<file path="config.mk">
export PLATFORM = sky130hd
export DESIGN_NAME = num_composer
export DESIGN_NICKNAME = d
export VERILOG_FILES = /design/src/rtl/num_pkg.sv /design/src/rtl/num_composer_bcd_to_bin.sv /design/src/rtl/num_composer.sv
export SDC_FILE = /design/constraint.sdc
export NUM_CORES = 1
export LEC_CHECK = 0
export CAP_MARGIN = 20
export CORE_MARGIN = 1
export CORE_UTILIZATION = 25
export DETAILED_ROUTE_END_ITERATION = 12
export SLEW_MARGIN = 25
export SYNTH_ARGS = -nofsm -noshare
export SYNTH_HDL_FRONTEND = slang
export SYNTH_SLANG_ARGS = --single-unit
</file>
<file path="constraint.sdc">
create_clock -name clk -period 2.3 [get_ports clk]
set_input_delay 0.46 -clock clk [delete_from_list [all_inputs] [get_ports clk]]
set_output_delay 0.46 -clock clk [all_outputs]
set_load 0.01 [all_outputs]
</file>
<file path="src/rtl/num_pkg.sv">
// Shared types and constants for the BCD digit-entry composer.
package num_pkg;

  typedef enum logic [1:0] {
    EMPTY = 2'd0,
    ONE   = 2'd1,
    TWO   = 2'd2,
    HOLD  = 2'd3
  } state_e;

  localparam int unsigned BCD_MAX = 9;
  localparam int unsigned DIEZ    = 10;

endpackage

</file>
<file path="src/rtl/num_composer_bcd_to_bin.sv">
// Combinational tens/units BCD pair to binary: decenas*10 + unidades.
module bcd_to_bin
  import num_pkg::*;
#(
  parameter int unsigned DIGIT_W = 4,
  parameter int unsigned NUM_W   = 8
) (
  input  logic [DIGIT_W-1:0] decenas,
  input  logic [DIGIT_W-1:0] unidades,
  output logic [NUM_W-1:0]   numero
);

  localparam longint unsigned MAX_SUM = longint'(BCD_MAX * DIEZ + BCD_MAX);

  if ((64'd1 << NUM_W) <= MAX_SUM) begin : g_width_check
    $error("bcd_to_bin: NUM_W too narrow for 99");
  end

  logic [NUM_W-1:0] d_ext;
  logic [NUM_W-1:0] u_ext;

  // Times ten as shift-add: (d<<3) + (d<<1)
  always_comb begin
    d_ext  = NUM_W'(decenas);
    u_ext  = NUM_W'(unidades);
    numero = (d_ext << 3) + (d_ext << 1) + u_ext;
  end

endmodule

</file>
<file path="src/rtl/num_composer.sv">
// Calculator-style two-digit BCD entry, committed as binary over valid/ready.
// Optional: NUM_COMPOSER_AUTOCOMMIT_EN commits on the second legal digit.
module num_composer
  import num_pkg::*;
#(
  parameter int unsigned DIGIT_W = 4,
  parameter int unsigned NUM_W   = 8
) (
  input  logic               clk,
  input  logic               rst_n,
  input  logic               digit_valid,
  input  logic [DIGIT_W-1:0] digit,
  output logic               digit_ready,
  input  logic               borrar,
  input  logic               retroceso,
  input  logic               enter,
  output logic [NUM_W-1:0]   numero,
  output logic               num_valid,
  input  logic               num_ready,
  output logic [DIGIT_W-1:0] decenas,
  output logic [DIGIT_W-1:0] unidades,
  output logic [1:0]         cuenta,
  output logic               error
);

  state_e             state_q, state_d;
  logic [DIGIT_W-1:0] decenas_q, decenas_d;
  logic [DIGIT_W-1:0] unidades_q, unidades_d;
  logic [NUM_W-1:0]   numero_q, numero_d;
  logic               num_valid_q, num_valid_d;
  logic               error_q, error_d;
  logic [1:0]         cuenta_q, cuenta_d;

  logic [DIGIT_W-1:0] conv_dec;
  logic [DIGIT_W-1:0] conv_uni;
  logic [NUM_W-1:0]   conv_num;
  logic               digit_hs;
  logic               digit_legal;

  assign digit_ready = rst_n & ((state_q == EMPTY) | (state_q == ONE))
                       & ~borrar & ~retroceso & ~enter;
  assign digit_hs    = digit_valid & digit_ready;
  assign digit_legal = (digit <= DIGIT_W'(BCD_MAX));

  // Converter normally sees the stored digits; with autocommit it sees the
  // pair being formed by the incoming second digit.
  always_comb begin
    conv_dec = decenas_q;
    conv_uni = unidades_q;
`ifdef NUM_COMPOSER_AUTOCOMMIT_EN
    if (state_q == ONE && digit_hs) begin
      conv_dec = unidades_q;
      conv_uni = digit;
    end
`endif
  end

  bcd_to_bin #(
    .DIGIT_W (DIGIT_W),
    .NUM_W   (NUM_W)
  ) u_bcd_to_bin (
    .decenas  (conv_dec),
    .unidades (conv_uni),
    .numero   (conv_num)
  );

  always_comb begin
    state_d     = state_q;
    decenas_d   = decenas_q;
    unidades_d  = unidades_q;
    numero_d    = numero_q;
    num_valid_d = num_valid_q;
    cuenta_d    = cuenta_q;
    error_d     = 1'b0;

    if (borrar) begin
      state_d     = EMPTY;
      decenas_d   = '0;
      unidades_d  = '0;
      cuenta_d    = 2'd0;
      num_valid_d = 1'b0;
    end else begin
      case (state_q)
        EMPTY: begin
          if (digit_hs) begin
            if (digit_legal) begin
              unidades_d = digit;
              cuenta_d   = 2'd1;
              state_d    = ONE;
            end else begin
              error_d = 1'b1;
            end
          end
        end
        ONE: begin
          if (retroceso) begin
            unidades_d = '0;
            cuenta_d   = 2'd0;
            state_d    = EMPTY;
          end else if (enter) begin
            numero_d    = conv_num;
            num_valid_d = 1'b1;
            state_d     = HOLD;
          end else if (digit_hs) begin
            if (digit_legal) begin
              decenas_d  = unidades_q;
              unidades_d = digit;
              cuenta_d   = 2'd2;
`ifdef NUM_COMPOSER_AUTOCOMMIT_EN
              numero_d    = conv_num;
              num_valid_d = 1'b1;
              state_d     = HOLD;
`else
              state_d     = TWO;
`endif
            end else begin
              error_d = 1'b1;
            end
          end
        end
        TWO: begin
          if (retroceso) begin
            unidades_d = decenas_q;
            decenas_d  = '0;
            cuenta_d   = 2'd1;
            state_d    = ONE;
          end else if (enter) begin
            numero_d    = conv_num;
            num_valid_d = 1'b1;
            state_d     = HOLD;
          end
        end
        HOLD: begin
          if (num_valid_q && num_ready) begin
            decenas_d   = '0;
            unidades_d  = '0;
            cuenta_d    = 2'd0;
            num_valid_d = 1'b0;
            state_d     = EMPTY;
          end
        end
        default: begin
          state_d = EMPTY;
        end
      endcase
    end
  end

  always_ff @(posedge clk or negedge rst_n) begin
    if (!rst_n) begin
      state_q     <= EMPTY;
      decenas_q   <= '0;
      unidades_q  <= '0;
      numero_q    <= '0;
      num_valid_q <= 1'b0;
      error_q     <= 1'b0;
      cuenta_q    <= 2'd0;
    end else begin
      state_q     <= state_d;
      decenas_q   <= decenas_d;
      unidades_q  <= unidades_d;
      numero_q    <= numero_d;
      num_valid_q <= num_valid_d;
      error_q     <= error_d;
      cuenta_q    <= cuenta_d;
    end
  end

  assign numero    = numero_q;
  assign num_valid = num_valid_q;
  assign decenas   = decenas_q;
  assign unidades  = unidades_q;
  assign cuenta    = cuenta_q;
  assign error     = error_q;

endmodule
</file>
==> reports/metrics.yaml <==
wl_per_cell_microns: 13.2
place_inst: 257
synth_warnings: 0
worst_pin_slew_ns: 0.358
antenna_found_initial: 0
syn_avg_cell_area_sq_um: 9.94
power.density_nw_per_um2: 555
p_leak_nw: 0.910
finalSetupViolCount: 0
hold_viol: 0
clockBufferDepth: 2
multi_input_area_sq_um: 788
synth_top_area_cell: "dfrtp_1"
cts_tree: "yes"
worstSetupStartpointType: "register"
synth_most_common_cell: "dfrtp_1"
endpoint_kind: "register"
synth_area_sq_um: 1400
coreArea_sq_um: 5240
crit_fanout: 2
crit_start: "decenas[0]"
ir_worst_vdd_mv: 0.289
seq_area_sq_um: 551
clock_latency_ns: 0.26
fmax_mhz: 470
start_util: 0.268
path_class: "register to register"
fin_crit_ns: 2.13
worstPathArrival_ns: 2.28
antennaDiodeCount: 0
antenna_left: 0
grt_util_all_layers: 0.124
rows: 26
yosys.area.top_type_share: 0.393
yosysSeqAreaShare: 0.393
status: "completed"
synth_ff_type: "dfrtp_1"
finalNonFillerCells: 261
gp_congestion: 0.852
grt_pass1_vias: 1205
grt_setup_unrepaired: "no"
reg2regPathDepth: 6
grt-ovfl-total: 0
htree_levels: 1
drc: 0
switching_share: 0.320
dr.first_iter.drc_count: 87
syn_inst: 141
min_period_over_period: 0.925
ys_top_cells_by_area: "dfrtp_1 (39%), ha_1 (9.8%), o21ai_0 (5.4%)"
die-area_sq_um: 5910
cts_buffers: 3
grt_pass1_wl_microns: 5790
avgViaCountPerCell: 4.57
power_frac_seq: 0.397
rrSetupSlack_ns: 0.17
pin_count: 32
fill_cells: 542
cts-root-buf: "clkbuf_8"
r2r_end: "numero[6]"
synth-async-reset-ratio: 1.00
grt_max_degree: 23
max_cap_violations: 0
worst_clock_skew_ns: 0.00390
die_y_microns: 76.9
maxSlewViolCount: 0
synth-edff-count: 0
dr.pass1.iters: 4
fin_tns_setup_ns: 0
setup.worst_path.end: "numero[6]"
fp.dieW_microns: 76.9
clkTransAtPathRegs_ns: 0.08
comb_power_share: 0.348
area_delta_synth_final_pct: 41.1
power_frac_clock: 0.255
port_buffers: 31
ys_ff_latch: 22
synth_common_cells: "dfrtp_1 (22), o21ai_0 (15), ha_1 (11)"
num_vias: 1194
crit_required_ns: 2.45
slew-limit-headroom: 0.761
wl_microns: 3450
power.switching_mw: 0.351
dp_hpwl_microns: 2640
drive_gt1_frac: 0.183
internal_power_mw: 0.746
synth_nets: 165
hold_path_class: "input port to async pin"
fin_nets: 216
worst_r2r_startpoint: "decenas[0]"
postCtsHoldBufs: 0
synth_cell_type_count: 39
cts_num_sinks: 22
-- power groups by stage --
stage               clock (mW)  sequential [mW]  combinational, mW
CTS                      0.291            0.435              0.386
finish                   0.280            0.435              0.382
floorplan                    0            0.451              0.217
detailed placement           0            0.443              0.383
global route             0.306            0.439              0.425
global placement             0            0.443              0.382
-- cell type report --
cell class,count,share of cell area
Multi-Input combinational cell,104,0.399
Clock buffer,4,0.0278
Sequential cell,22,0.278
Inverter,10,0.0190
Timing Repair Buffer,51,0.232
Tap cell,70,0.0443
-- state kept, by name (all words and copies together) (netlist names) --
| name | count |
|---|---|
| cuenta | 2 |
| decenas | 4 |
| error | 1 |
| num_valid | 1 |
| numero | 8 |
| state_q | 2 |
| unidades | 4 |
-- how the worst min path moves through the flow --
stage / end / slack [ns] / cells past startpoint
after floorplan: cuenta[0] / 0.16 / 0
after global placement: numero[7] / 0.46 / 2
after detailed placement: numero[7] / 0.47 / 2
after CTS: numero[4] / 0.44 / 2
after global routing: numero[3] / 0.44 / 2
final: numero[4] / 0.41 / 2
-- cell usage in the layout (no fill, tap or decap), types with 2 or more instances in the layout --
cell type	netlist	final
dlygate4sd2_1	0	2
xor2_1	2	2
a21o_1	5	5
nand2b_1	2	2
nand3_1	5	5
fa_1	2	2
o21ai_0	15	15
clkbuf_8	0	4
a21oi_1	10	10
buf_4	1	20
mux2_2	4	4
o22ai_1	2	2
dfrtp_1	22	22
ha_1	11	11
nor2_1	9	9
nand2_1	9	9
inv_1	10	10
o221a_2	2	2
clkdlybuf4s50_1	0	29
nor2b_1	6	6
-- stage by stage --
step	util	area [sq um]	hold WS, ns	setup WS [ns]	total power, mW
6_report	0.377	1980	0.407	0.172	1.10
5_1_grt	0.377	1980	0.443	0.0505	1.17
4_1_cts	0.377	1980	0.439	0.158	1.11
3_5_place_dp	0.367	1920	0.470	-0.111	0.826
3_3_place_gp	0.367	1920	0.464	-0.119	0.825
2_1_floorplan	-	1400	0.164	0.175	0.668
-- worst max-delay path: stages, from the launching register on --
cell and delay [ns]:
dfrtp_1 0.41, fa_1 0.55, fa_1 0.48, a21o_1 0.20
a21oi_1 0.17, xor2_1 0.14, o21ai_0 0.08
-- per-layer routing --
metal	track usage	vias to the layer above	wire length, microns
li1	-	608	-
met5	0	-	0
met4	0.0288	0	17
met3	0.0238	2	122
met2	0.194	19	1540
met1	0.175	565	1760
-- logic make-up after synthesis --
family,after synthesis,synth area share
AO/OA/AOI/OAI,45,0.229
XOR/XNOR,3,0.0188
adder cells (fa/ha/maj),13,0.127
buffers and inverters,15,0.0446
flip-flops,22,0.393
multiplexers,5,0.0393
AND/OR/NAND/NOR,38,0.148
-- repair_timing --
action,4_1_cts,5_1_grt
gates resized for setup,2,0
setup endpoints to repair,1,0
setup buffers,0,0
Power figures use the tool's default switching activity.
